File: src/rtl/if_id_stage_pkg.sv
// Shared pipeline definitions: FSM encodings, reset defaults and small helpers
// used by the IF/ID, ID/EX and EX/MEM stages.
package if_id_stage_pkg;

    typedef enum logic [1:0] {
        ST_RUN   = 2'd0,
        ST_STALL = 2'd1,
        ST_FLUSH = 2'd2
    } pipe_state_e;

    localparam logic [31:0] DEFAULT_RESET_PC  = 32'h0000_3000;
    localparam logic [31:0] DEFAULT_NOP_INSTR = 32'h0000_0000;

    // Event counters stick at all-ones instead of wrapping back to zero.
    function automatic logic [15:0] sat_inc(input logic [15:0] value);
        return (value == 16'hFFFF) ? value : value + 16'd1;
    endfunction

endpackage

File: src/rtl/if_id_stage_load_use_detect.sv
// Purely combinational load-use hazard detector: a load in ID/EX whose
// destination feeds either source register of the instruction in IF/ID.
module load_use_detect (
    input  logic       id_valid_i,
    input  logic [4:0] id_rs_i,
    input  logic [4:0] id_rt_i,
    input  logic       ex_mem2r_i,
    input  logic [4:0] ex_rt_i,
    output logic       hazard_o
);

    // Register zero is hardwired, so a load targeting it never creates a dependency.
    assign hazard_o = id_valid_i & ex_mem2r_i & (ex_rt_i != 5'd0) &
                      ((ex_rt_i == id_rs_i) | (ex_rt_i == id_rt_i));

endmodule

File: src/rtl/if_id_stage.sv
// Fetch stage and IF/ID pipeline register with load-use stall, EX redirect
// flush, a RUN/STALL/FLUSH status FSM and saturating stall/flush counters.
module if_id_stage
    import if_id_stage_pkg::*;
#(
    parameter logic [31:0] RESET_PC  = DEFAULT_RESET_PC,
    parameter logic [31:0] NOP_INSTR = DEFAULT_NOP_INSTR
) (
    input  logic        clk,
    input  logic        rst,
    input  logic [31:0] imem_instr,
    input  logic        ex_mem2r,
    input  logic [4:0]  ex_rt,
    input  logic        redirect_valid,
    input  logic [31:0] redirect_pc,
    output logic [31:0] pc,
    output logic [31:0] id_pc4,
    output logic [31:0] id_instr,
    output logic        id_valid,
    output logic        bubble,
    output logic [1:0]  state,
    output logic [15:0] stall_cnt,
    output logic [15:0] flush_cnt
);

    logic [31:0] pc_q, pc_d;
    logic [31:0] id_pc4_q, id_pc4_d;
    logic [31:0] id_instr_q, id_instr_d;
    logic        id_valid_q, id_valid_d;
    logic [15:0] stall_cnt_q, stall_cnt_d;
    logic [15:0] flush_cnt_q, flush_cnt_d;
    pipe_state_e state_q, state_d;
    logic [31:0] pc_plus4;
    logic        hazard;

    load_use_detect u_load_use_detect (
        .id_valid_i (id_valid_q),
        .id_rs_i    (id_instr_q[25:21]),
        .id_rt_i    (id_instr_q[20:16]),
        .ex_mem2r_i (ex_mem2r),
        .ex_rt_i    (ex_rt),
        .hazard_o   (hazard)
    );

    assign pc_plus4 = pc_q + 32'd4;

    // Redirect beats hazard: the stalled instruction is on the wrong path anyway.
    always_comb begin
        pc_d       = pc_q;
        id_pc4_d   = id_pc4_q;
        id_instr_d = id_instr_q;
        id_valid_d = id_valid_q;
        if (redirect_valid) begin
            pc_d       = redirect_pc;
            id_pc4_d   = 32'd0;
            id_instr_d = NOP_INSTR;
            id_valid_d = 1'b0;
        end else if (!hazard) begin
            pc_d       = pc_plus4;
            id_pc4_d   = pc_plus4;
            id_instr_d = imem_instr;
            id_valid_d = 1'b1;
        end
    end

    always_comb begin
        if (redirect_valid) begin
            state_d = ST_FLUSH;
        end else if (hazard) begin
            state_d = ST_STALL;
        end else begin
            state_d = ST_RUN;
        end
    end

    always_comb begin
        stall_cnt_d = (state_d == ST_STALL) ? sat_inc(stall_cnt_q) : stall_cnt_q;
        flush_cnt_d = (state_d == ST_FLUSH) ? sat_inc(flush_cnt_q) : flush_cnt_q;
    end

    always_ff @(posedge clk) begin
        if (rst) begin
            pc_q        <= RESET_PC;
            id_pc4_q    <= 32'd0;
            id_instr_q  <= NOP_INSTR;
            id_valid_q  <= 1'b0;
            state_q     <= ST_RUN;
            stall_cnt_q <= 16'd0;
            flush_cnt_q <= 16'd0;
        end else begin
            pc_q        <= pc_d;
            id_pc4_q    <= id_pc4_d;
            id_instr_q  <= id_instr_d;
            id_valid_q  <= id_valid_d;
            state_q     <= state_d;
            stall_cnt_q <= stall_cnt_d;
            flush_cnt_q <= flush_cnt_d;
        end
    end

    // Unused encoding 3 is reported as RUN.
    always_comb begin
        bubble = hazard | redirect_valid;
        case (state_q)
            ST_STALL: state = 2'd1;
            ST_FLUSH: state = 2'd2;
            default:  state = 2'd0;
        endcase
    end

    assign pc        = pc_q;
    assign id_pc4    = id_pc4_q;
    assign id_instr  = id_instr_q;
    assign id_valid  = id_valid_q;
    assign stall_cnt = stall_cnt_q;
    assign flush_cnt = flush_cnt_q;

endmodule
File: config.mk
export PLATFORM = sky130hd
export DESIGN_NAME = if_id_stage
export DESIGN_NICKNAME = d
export VERILOG_FILES = /design/src/rtl/if_id_stage_pkg.sv /design/src/rtl/if_id_stage_load_use_detect.sv /design/src/rtl/if_id_stage.sv
export SDC_FILE = /design/constraint.sdc
export NUM_CORES = 1
export LEC_CHECK = 0
export ABC_AREA = 1
export CORE_MARGIN = 3
export CORE_UTILIZATION = 42
export DETAILED_ROUTE_END_ITERATION = 6
export PLACE_DENSITY = 0.89
export REMOVE_ABC_BUFFERS = 1
export SLEW_MARGIN = 15
export SYNTH_ARGS = -nofsm -noshare
export SYNTH_HDL_FRONTEND = slang
export SYNTH_SLANG_ARGS = --single-unit
File: constraint.sdc
create_clock -name clk -period 1.9 [get_ports clk]
set_clock_uncertainty 0.2 [all_clocks]
set_input_delay 0.38 -clock clk [delete_from_list [all_inputs] [get_ports clk]]
set_output_delay 0.38 -clock clk [all_outputs]
set_load 0.005 [all_outputs]
Word level (Yosys, flattened, before mapping):

Index checks and enable logic that the tools add are counted.

* equality and inequality tests: 9
* multiplexer cells: 5
* reductions and logical operators: 4
* add/subtract/negate cells: 3
* bitwise gates (word level): 7

Operators with widths (count)
* $mux 32: 2
* $add 16x1->16 const B: 2
* $add 32x3->32 const B: 1
* $eq 16x16->1 const B: 2
* $eq 5x5->1: 2
* $reduce_bool 5->1: 1
* $eq 2x1->1 const B: 2
* $eq 2x2->1 const B: 2
* $pmux 2 s2: 1
* $reduce_and 2->1: 2
* $and 1x1->1: 3
* $mux 2: 1
* $ne 2x2->1 const B: 1
* $not 1->1: 2
* $or 1x1->1: 2
* $reduce_or 2->1: 1
* $mux 1: 1

* register bits after elaboration: 131
* bits of input ports: 73
* logic and storage cells: 35

Logic depth before layout (Yosys ltp):

Gate-level depths: netlist of the first run.

* depth in word-level cells: 7
* gate-level depth with buffers: 12

Modules after synthesis:

A second synthesis of the first run with hierarchy kept.

* cell total of the unflattened synthesis: 1017
* area, all modules: 6872.8 µm²

Modules (own cells, without submodules)
* if_id_stage: instances 1, area each 6670.1 µm², seq. area each 2622.5 µm², cells each 972
* load_use_detect: instances 1, area each 202.7 µm², seq. area each 0.0 µm², cells each 45

Worst setup path after synthesis of the first run:

Ideal clock, no wire load.

* kind: register to register
* start point: register pc_q[2] (netlist: pc[2])
* end point: register id_pc4_q[28] (netlist: id_pc4[28])
* library setup time: 0.115 ns
* arrival time: 1.543 ns
* stages on the path, launching flop included: 11
* slack: 0.042 ns
* buffers on the path: 0
* clock period less this slack: 1.858 ns
* cell sequence: dfxtp_1 > ha_1 > nand3_1 > inv_1 > nand2_1 > nor2_1 > nand3_1 > nor2_1 > nand4_1 > nand3_1 > nand2_1

* cells in the longest elaborated chain, start to end: 1

RTL lines
* start, declared: RTL line if_id_stage.sv:26 `logic [31:0] pc_q, pc_d;`
* start signal, assigned: RTL line if_id_stage.sv:91 `pc_q <= pc_d;`
* $add 32x3->32: RTL line if_id_stage.sv:45 `assign pc_plus4 = pc_q + 32'd4;`
* end signal, assigned: RTL line if_id_stage.sv:92 `id_pc4_q <= id_pc4_d;`
* end, declared: RTL line if_id_stage.sv:27 `logic [31:0] id_pc4_q, id_pc4_d;`

Every way passes these cells.
A chain may end at the register's enable or synchronous reset.

Worst setup path in the final report of the first run:

* start point: register id_instr_q[24] (netlist: id_instr[24])
* end point: output bubble

* cells in the longest elaborated chain, start to end: 4

RTL lines
* start, declared: RTL line if_id_stage.sv:28 `logic [31:0] id_instr_q, id_instr_d;`
* start signal, assigned: RTL line if_id_stage.sv:93 `id_instr_q <= id_instr_d;`
* $eq 5x5->1: RTL line if_id_stage_load_use_detect.sv:14 `((ex_rt_i == id_rs_i) | (ex_rt_i == id_rt_i));`
* $or 1x1->1: RTL line if_id_stage_load_use_detect.sv:14
* $and 1x1->1: RTL line if_id_stage_load_use_detect.sv:13 `assign hazard_o = id_valid_i & ex_mem2r_i & (ex_rt_i != 5'd0) &`
* $or 1x1->1: RTL line if_id_stage.sv:103 `bubble = hazard | redirect_valid;`
* end, declared: RTL line if_id_stage.sv:20 `output logic bubble,`

Every way passes these cells.

==> results.json, run 1 <==
{
  "n_fill_cell": 993,
  "gp_congestion": 0.936,
  "drv_cap": 0,
  "grt_max_degree": 29,
  "cpMostUsedCell": "nand2_4",
  "syn_inst": 885,
  "switchingPower_mw": 1.77,
  "status": "finished with violations",
  "hold_path_depth": 2,
  "wire_per_inst_um": 15.7,
  "setup_viol": 51,
  "viasPerCell": 5.12,
  "cts_buffer_depth": 2,
  "period_minus_slack_ns": 2.05,
  "leakage_nw": 5.04,
  "cts-root-buf": "clkbuf_16",
  "syn2layout_area_growth_pct": 67.6,
  "overflow": 0,
  "track_usage": 0.254,
  "regArea_um2": 2730,
  "swShare": 0.243,
  "grt_pass1_vias": 6882,
  "violations": "design-rule violations, negative setup slack",
  "yosysUniqueCellTypes": 37,
  "insertion_delay_ns": 0.42,
  "dp_cells": 1352,
  "ys_seq_area_frac": 0.431,
  "cts_tree": "done",
  "die_w_um": 126,
  "dieArea_um2": 16000,
  "antenna_found_initial": 0,
  "dr.first_iter.drc_count": 474,
  "drt-pass1-iter-count": 7,
  "ir_worst_vdd_mv": 0.582,
  "drt-total-wl_mm": 22.1,
  "worst_slack_ns": -0.153,
  "p_int_mw": 5.52,
  "num_vias": 7200,
  "cts_sinks": 131,
  "ios": 205,
  "crit_chain": "inv_1 -> nand2_1 -> nand2_1 -> nor2_1 -> nand3_1 -> nand2_4 -> nand2_4 -> nand2_4 -> buf_6",
  "clkSlewWorstSetupHoldPaths_ns": 0.06,
  "seqPwrFrac": 0.400,
  "drc": 6,
  "r2r_slack_ns": -0.07,
  "drtAntennaViolNets": 0,
  "r2r-end": "id_instr[2]$_SDFFE_PP0P_",
  "row_count": 43,
  "syn-cell-area_um2": 6080,
  "design.core.area_um2": 14000,
  "arrival_ns": 1.47,
  "min-delay-path-class": "reg2reg",
  "cpMaxStageDelayCell": "dfxtp_2",
  "layout.nets": 1288,
  "timing.final.crit_share": 1.08,
  "initial_core_util": 0.433,
  "critPathLaunchType": "flop",
  "crit_path_end_kind": "output port",
  "cpPeakStageDelay_ns": 0.35,
  "critPathMaxFanout": 3,
  "rsz0062_at_grt": "true",
  "cts_buffers": 17,
  "comb_power_share": 0.108,
  "drive_gt1_frac": 0.235,
  "pwr-share-clk": 0.492,
  "drv_slew": 0,
  "dpl.hpwl_mm": 14.5,
  "worstPathRequired_ns": 1.32,
  "htreeDepth": 4,
  "final_cells": 1405,
  "multi_input_area_um2": 3130,
  "final_util": 0.726,
  "powerDensity_nw_per_um2": 716,
  "yosysWarnings": 0,
  "holdBufCountCts": 0,
  "min_delay_worst_endpoint": "id_instr[15]$_SDFFE_PP0P_",
  "fmax_mhz": 487,
  "min-delay-start": "id_instr[15]$_SDFFE_PP0P_",
  "reg2regPathDepth": 13,
  "avgSynthCellArea_um2": 6.87,
  "r2r-start": "id_instr[24]$_SDFFE_PP0P_",
  "tightest_slew_ns": 0.442,
  "path_class": "reg2out",
  "finalHoldViolCount": 0,
  "fp.dieH_um": 126,
  "portBuffers": 204,
  "synth-seq-cells": 131,
  "relSlewSlack": 0.702,
  "fin_tns_setup_ns": -1.06,
  "grt_first_pass_wirelength_mm": 33.0,
  "num_antenna_cells": 0
}
[area by class of cell]
type,instances,area share
repair buffers,333,0.308
multi-input cells,647,0.307
flip-flops and latches,131,0.268
clock buffers,17,0.0417
inverters,82,0.0319
well taps,180,0.0221
clock inverters,15,0.0214
[cell usage after synthesis (all sizes together)]
cell,instances,area share
nand2,359,0.23
o21bai,1,0.0012
or2,3,0.0031
ha,3,0.0062
buf,19,0.028
a31o,1,0.0014
nor2,82,0.055
xnor2,10,0.014
o31ai,1,0.0012
inv,82,0.051
o211ai,4,0.0049
clkbuf,6,0.0037
and3,1,0.0010
nand3b,2,0.0025
nand4,10,0.013
a21oi,30,0.025
xor2,20,0.029
dfxtp,131,0.43
nor3,15,0.012
nand3,67,0.057
o21ai,34,0.028
nor3b,1,0.0012
nor4,3,0.0031
[cell families after synthesis]
group / synth area share
simple gates: 0.374
flops: 0.431
buf+inv: 0.0829
compound gates: 0.0621
xor+xnor: 0.0432
fa+ha+maj: 0.00617
[power groups by stage]
stage	logic (mW)	clock network [mW]	registers, mW
5_1_grt	0.846	3.77	2.93
6_report	0.788	3.59	2.92
3_5_place_dp	0.764	0	2.98
2_1_floorplan	0.202	0	2.99
3_3_place_gp	0.749	0	2.97
4_1_cts	0.755	3.63	2.92
[what timing repair did]
item | 4_1_cts | 5_1_grt
cloned | 1 | 1
endpoints found under the setup margin | 177 | 142
gates resized for setup | 142 | 89
setup buffers | 8 | 12
pin swaps | 6 | 14
[worst max path at each step]
stage	slack (ns)	depth (start not counted)	endpoint	startpoint
finish	-0.15	9	bubble	id_instr[24]$_SDFFE_PP0P_
global route	-0.27	9	bubble	id_instr[18]$_SDFFE_PP0P_
CTS	-0.17	9	bubble	id_instr[16]$_SDFFE_PP0P_
detailed placement	-0.75	10	bubble	ex_rt[3]
global placement	-0.73	10	bubble	ex_rt[3]
floorplan	-0.19	10	id_instr[17]$_SDFFE_PP0P_	ex_rt[1]
[through the flow]
stage	hold WS, ns	total power [mW]	setup WS, ns	instance area (um^2)
finish	0.250	7.30	-0.153	10200
global route	0.271	7.55	-0.272	10200
CTS	0.250	7.30	-0.170	9830
detailed placement	0.239	3.74	-0.750	9020
global placement	0.235	3.72	-0.730	9020
floorplan	0.242	3.19	-0.190	5890
[layer usage]
layer | vias up | track usage | share of wire
met3 | 59 | 0.0678 | 0.083
met1 | 3341 | 0.290 | 0.38
met4 | 0 | 0.0808 | 0.027
met2 | 362 | 0.460 | 0.51
li1 | 3438 | - | -
met5 | - | 0 | 0
[sequential cells by signal, summed over array words and instances, names as in the netlist]
name,count
id_instr,32
id_valid,1
id_pc4,32
stall_cnt,16
flush_cnt,16
state_q,2
pc,32
[cells in the final DEF, fill, tap and decap left out, types with 4 or more instances in the layout]
master,instances
nand2_1,347
clkdlybuf4s50_1,122
buf_4,116
inv_1,75
dfxtp_1,67
nor2_1,66
nand3_1,60
dlygate4sd2_1,58
dfxtp_2,53
a21oi_1,28
dlymetal6s2s_1,22
o21ai_0,20
xor2_1,19
clkbuf_16,18
nor2_2,11
nor3_1,11
o21ai_1,11
dfxtp_4,11
xnor2_1,10
nand4_1,9
nand2_2,7
buf_12,7
nand3_2,6
buf_6,5
inv_2,4
nand2_4,4
nor2_4,4
nor3_2,4
o211ai_1,4
inv_6,4
bufinv_16,4
[critical path: cells and delay by family, from the launching register on]
family / cells / cell delay, ns
buffers and inverters: 2 / 0.17
and+or+nand+nor: 7 / 0.55
DFF: 1 / 0.35
Power figures use the tool's default switching activity.
==> inputs of run 2 (changes only) <==
--- a/config.mk
+++ b/config.mk
@@ -8,6 +8,7 @@
 export ABC_AREA = 1
 export CORE_MARGIN = 3
 export CORE_UTILIZATION = 42
+export CTS_CLUSTER_SIZE = 8
 export DETAILED_ROUTE_END_ITERATION = 6
 export PLACE_DENSITY = 0.89
 export REMOVE_ABC_BUFFERS = 1
==> results of run 2 <==
Same layout as run 1: the final DEF is identical, and so are final timing and power.
==> inputs of run 3 (changes only) <==
--- a/config.mk
+++ b/config.mk
@@ -6,7 +6,7 @@
 export NUM_CORES = 1
 export LEC_CHECK = 0
 export ABC_AREA = 1
-export CORE_MARGIN = 3
+export CORE_MARGIN = 2
 export CORE_UTILIZATION = 42
 export CTS_CLUSTER_SIZE = 8
 export DETAILED_ROUTE_END_ITERATION = 6
==> results.json, run 3 (same netlist as run 1, synthesis figures left out) <==
{
  "timing.final.crit_share": 1.12,
  "place_area_um2": 8980,
  "final_cells": 1403,
  "row_count": 43,
  "status": "finished with violations",
  "powerDensity_nw_per_um2": 690,
  "cts-root-buf": "clkbuf_16",
  "overflow": 0,
  "grt_max_degree": 25,
  "fp.dieH_um": 124,
  "fmax_mhz": 469,
  "path_class": "reg2reg",
  "crit_path_end_kind": "flop",
  "final_area_um2": 10400,
  "design.core.area_um2": 14000,
  "cts_buffer_depth": 2,
  "relSlewSlack": 0.734,
  "finalHoldViolCount": 0,
  "drive_gt1_frac": 0.265,
  "seqPwrFrac": 0.408,
  "cts_tree": "done",
  "grt_first_pass_wirelength_mm": 32.2,
  "final_common_cell": "nand2_1",
  "switchingPower_mw": 1.80,
  "period_minus_slack_ns": 2.13,
  "violations": "negative setup slack",
  "drtAntennaViolNets": 0,
  "rsz0062_at_grt": "true",
  "arrival_ns": 2.28,
  "leakage_nw": 5.07,
  "most-common-layout-cells": "nand2_1 (310), clkdlybuf4s50_1 (132), buf_4 (100)",
  "worstPathRequired_ns": 2.05,
  "wire_per_inst_um": 17.3,
  "swShare": 0.251,
  "track_usage": 0.253,
  "r2r_slack_ns": -0.23,
  "drv_slew": 0,
  "syn2layout_area_growth_pct": 71.5,
  "cts_sinks": 131,
  "die_w_um": 124,
  "insertion_delay_ns": 0.42,
  "htreeDepth": 4,
  "ir_worst_vdd_mv": 0.569,
  "worst_slack_ns": -0.232,
  "gp_congestion": 0.917,
  "grt_pass1_vias": 6750,
  "critPathLaunchType": "flop",
  "drt-total-wl_mm": 24.3,
  "cts_buffers": 17,
  "viasPerCell": 5.29,
  "dpl.hpwl_mm": 14.4,
  "tightest_slew_ns": 0.396,
  "critPathMaxFanout": 6,
  "initial_core_util": 0.435,
  "drv_cap": 0,
  "n_fill_cell": 926,
  "dr.first_iter.drc_count": 585,
  "num_vias": 7422,
  "dieArea_um2": 15500,
  "setup_viol": 86,
  "pwr-share-clk": 0.478,
  "ios": 205,
  "drt-pass1-iter-count": 5,
  "layout.nets": 1285,
  "comb_power_share": 0.114,
  "portBuffers": 204,
  "p_int_mw": 5.39,
  "clkSlewWorstSetupHoldPaths_ns": 0.07,
  "min-delay-path-class": "reg2reg",
  "antenna_found_initial": 2,
  "dp_cells": 1344,
  "drc": 0
}
-- run 3: cell types whose count changed in the layout (fill, tap and decap cells not counted), sizes merged --
| cell | previous run | this run |
|---|---|---|
| dlygate4sd2 | 58 | 49 |
| bufinv | 4 | 3 |
| clkinv | 2 | 6 |
| diode | 0 | 1 |
| clkdlybuf4s50 | 122 | 132 |
| inv | 89 | 85 |
| buf | 130 | 119 |
| dlymetal6s2s | 22 | 21 |
| clkbuf | 18 | 27 |
-- run 3: critical path, cell delays in order, from the launching register on --
cell and delay (ns):
dfxtp_2 0.36, nand2_1 0.06, inv_1 0.05, nor2_1 0.04
nor2_1 0.09, nand3_1 0.12, nand2_4 0.09, nand2_4 0.06
buf_4 0.14, buf_8 0.14, nor2_8 0.18, buf_12 0.17
clkbuf_16 0.14, nand2_1 0.09, nand2_1 0.13
-- run 3: timing repair --
action / CTS / global route
setup buffers: 3 / 12
cloned: 0 / 12
gates resized for setup: 117 / 143
hold buffers: 0 / 0
setup endpoints to repair: 168 / 148
pin swaps: 4 / 44
-- run 3: layer usage --
layer / vias up / track usage / share of wire
met4: 2 / 0.0879 / 0.058
met5: - / 0 / 0.00033
li1: 3433 / - / -
met1: 3443 / 0.287 / 0.36
met2: 432 / 0.454 / 0.50
met3: 112 / 0.0696 / 0.077
-- run 3: power groups by stage --
stage,clock network (mW),logic (mW),registers (mW)
after floorplan,0,0.202,2.99
after global placement,0,0.738,2.98
after detailed placement,0,0.753,2.98
after CTS,3.43,0.741,2.93
after global routing,3.60,0.871,2.94
final,3.44,0.818,2.93
-- run 3: final timing paths --
check	end	startpoint	depth (start not counted)
setup / recovery	id_pc4[11]$_SDFFE_PP0P_	id_instr[16]$_SDFFE_PP0P_	14
hold / removal	id_pc4[28]$_SDFFE_PP0P_	id_pc4[28]$_SDFFE_PP0P_	2
setup reg to reg	id_pc4[11]$_SDFFE_PP0P_	id_instr[16]$_SDFFE_PP0P_	14
hold reg to reg	id_pc4[28]$_SDFFE_PP0P_	id_pc4[28]$_SDFFE_PP0P_	2
-- run 3: cell type report --
type / instances / area (um^2) / area share
Antenna cell: 1 / 2.50 / 0.000240
Tap cell: 180 / 225 / 0.0216
Inverter: 82 / 315 / 0.0302
Clock buffer: 18 / 429 / 0.0412
Timing Repair Buffer: 330 / 3290 / 0.316
Multi-Input combinational cell: 647 / 3260 / 0.312
Clock inverter: 14 / 179 / 0.0172
Sequential cell: 131 / 2730 / 0.261
-- run 3: per-stage QoR --
| step | hold slack (ns) | setup TNS [ns] | worst slack [ns] | util | power, mW |
|---|---|---|---|---|---|
| finish | 0.250 | -8.60 | -0.232 | 0.745 | 7.19 |
| global route | 0.272 | -19.29 | -0.342 | 0.745 | 7.41 |
| CTS | 0.251 | -0.173 | -0.149 | 0.689 | 7.10 |
| detailed placement | 0.238 | -57.47 | -0.794 | 0.642 | 3.73 |
| global placement | 0.234 | -53.95 | -0.786 | 0.642 | 3.71 |
| floorplan | 0.242 | -1.44 | -0.190 | - | 3.19 |
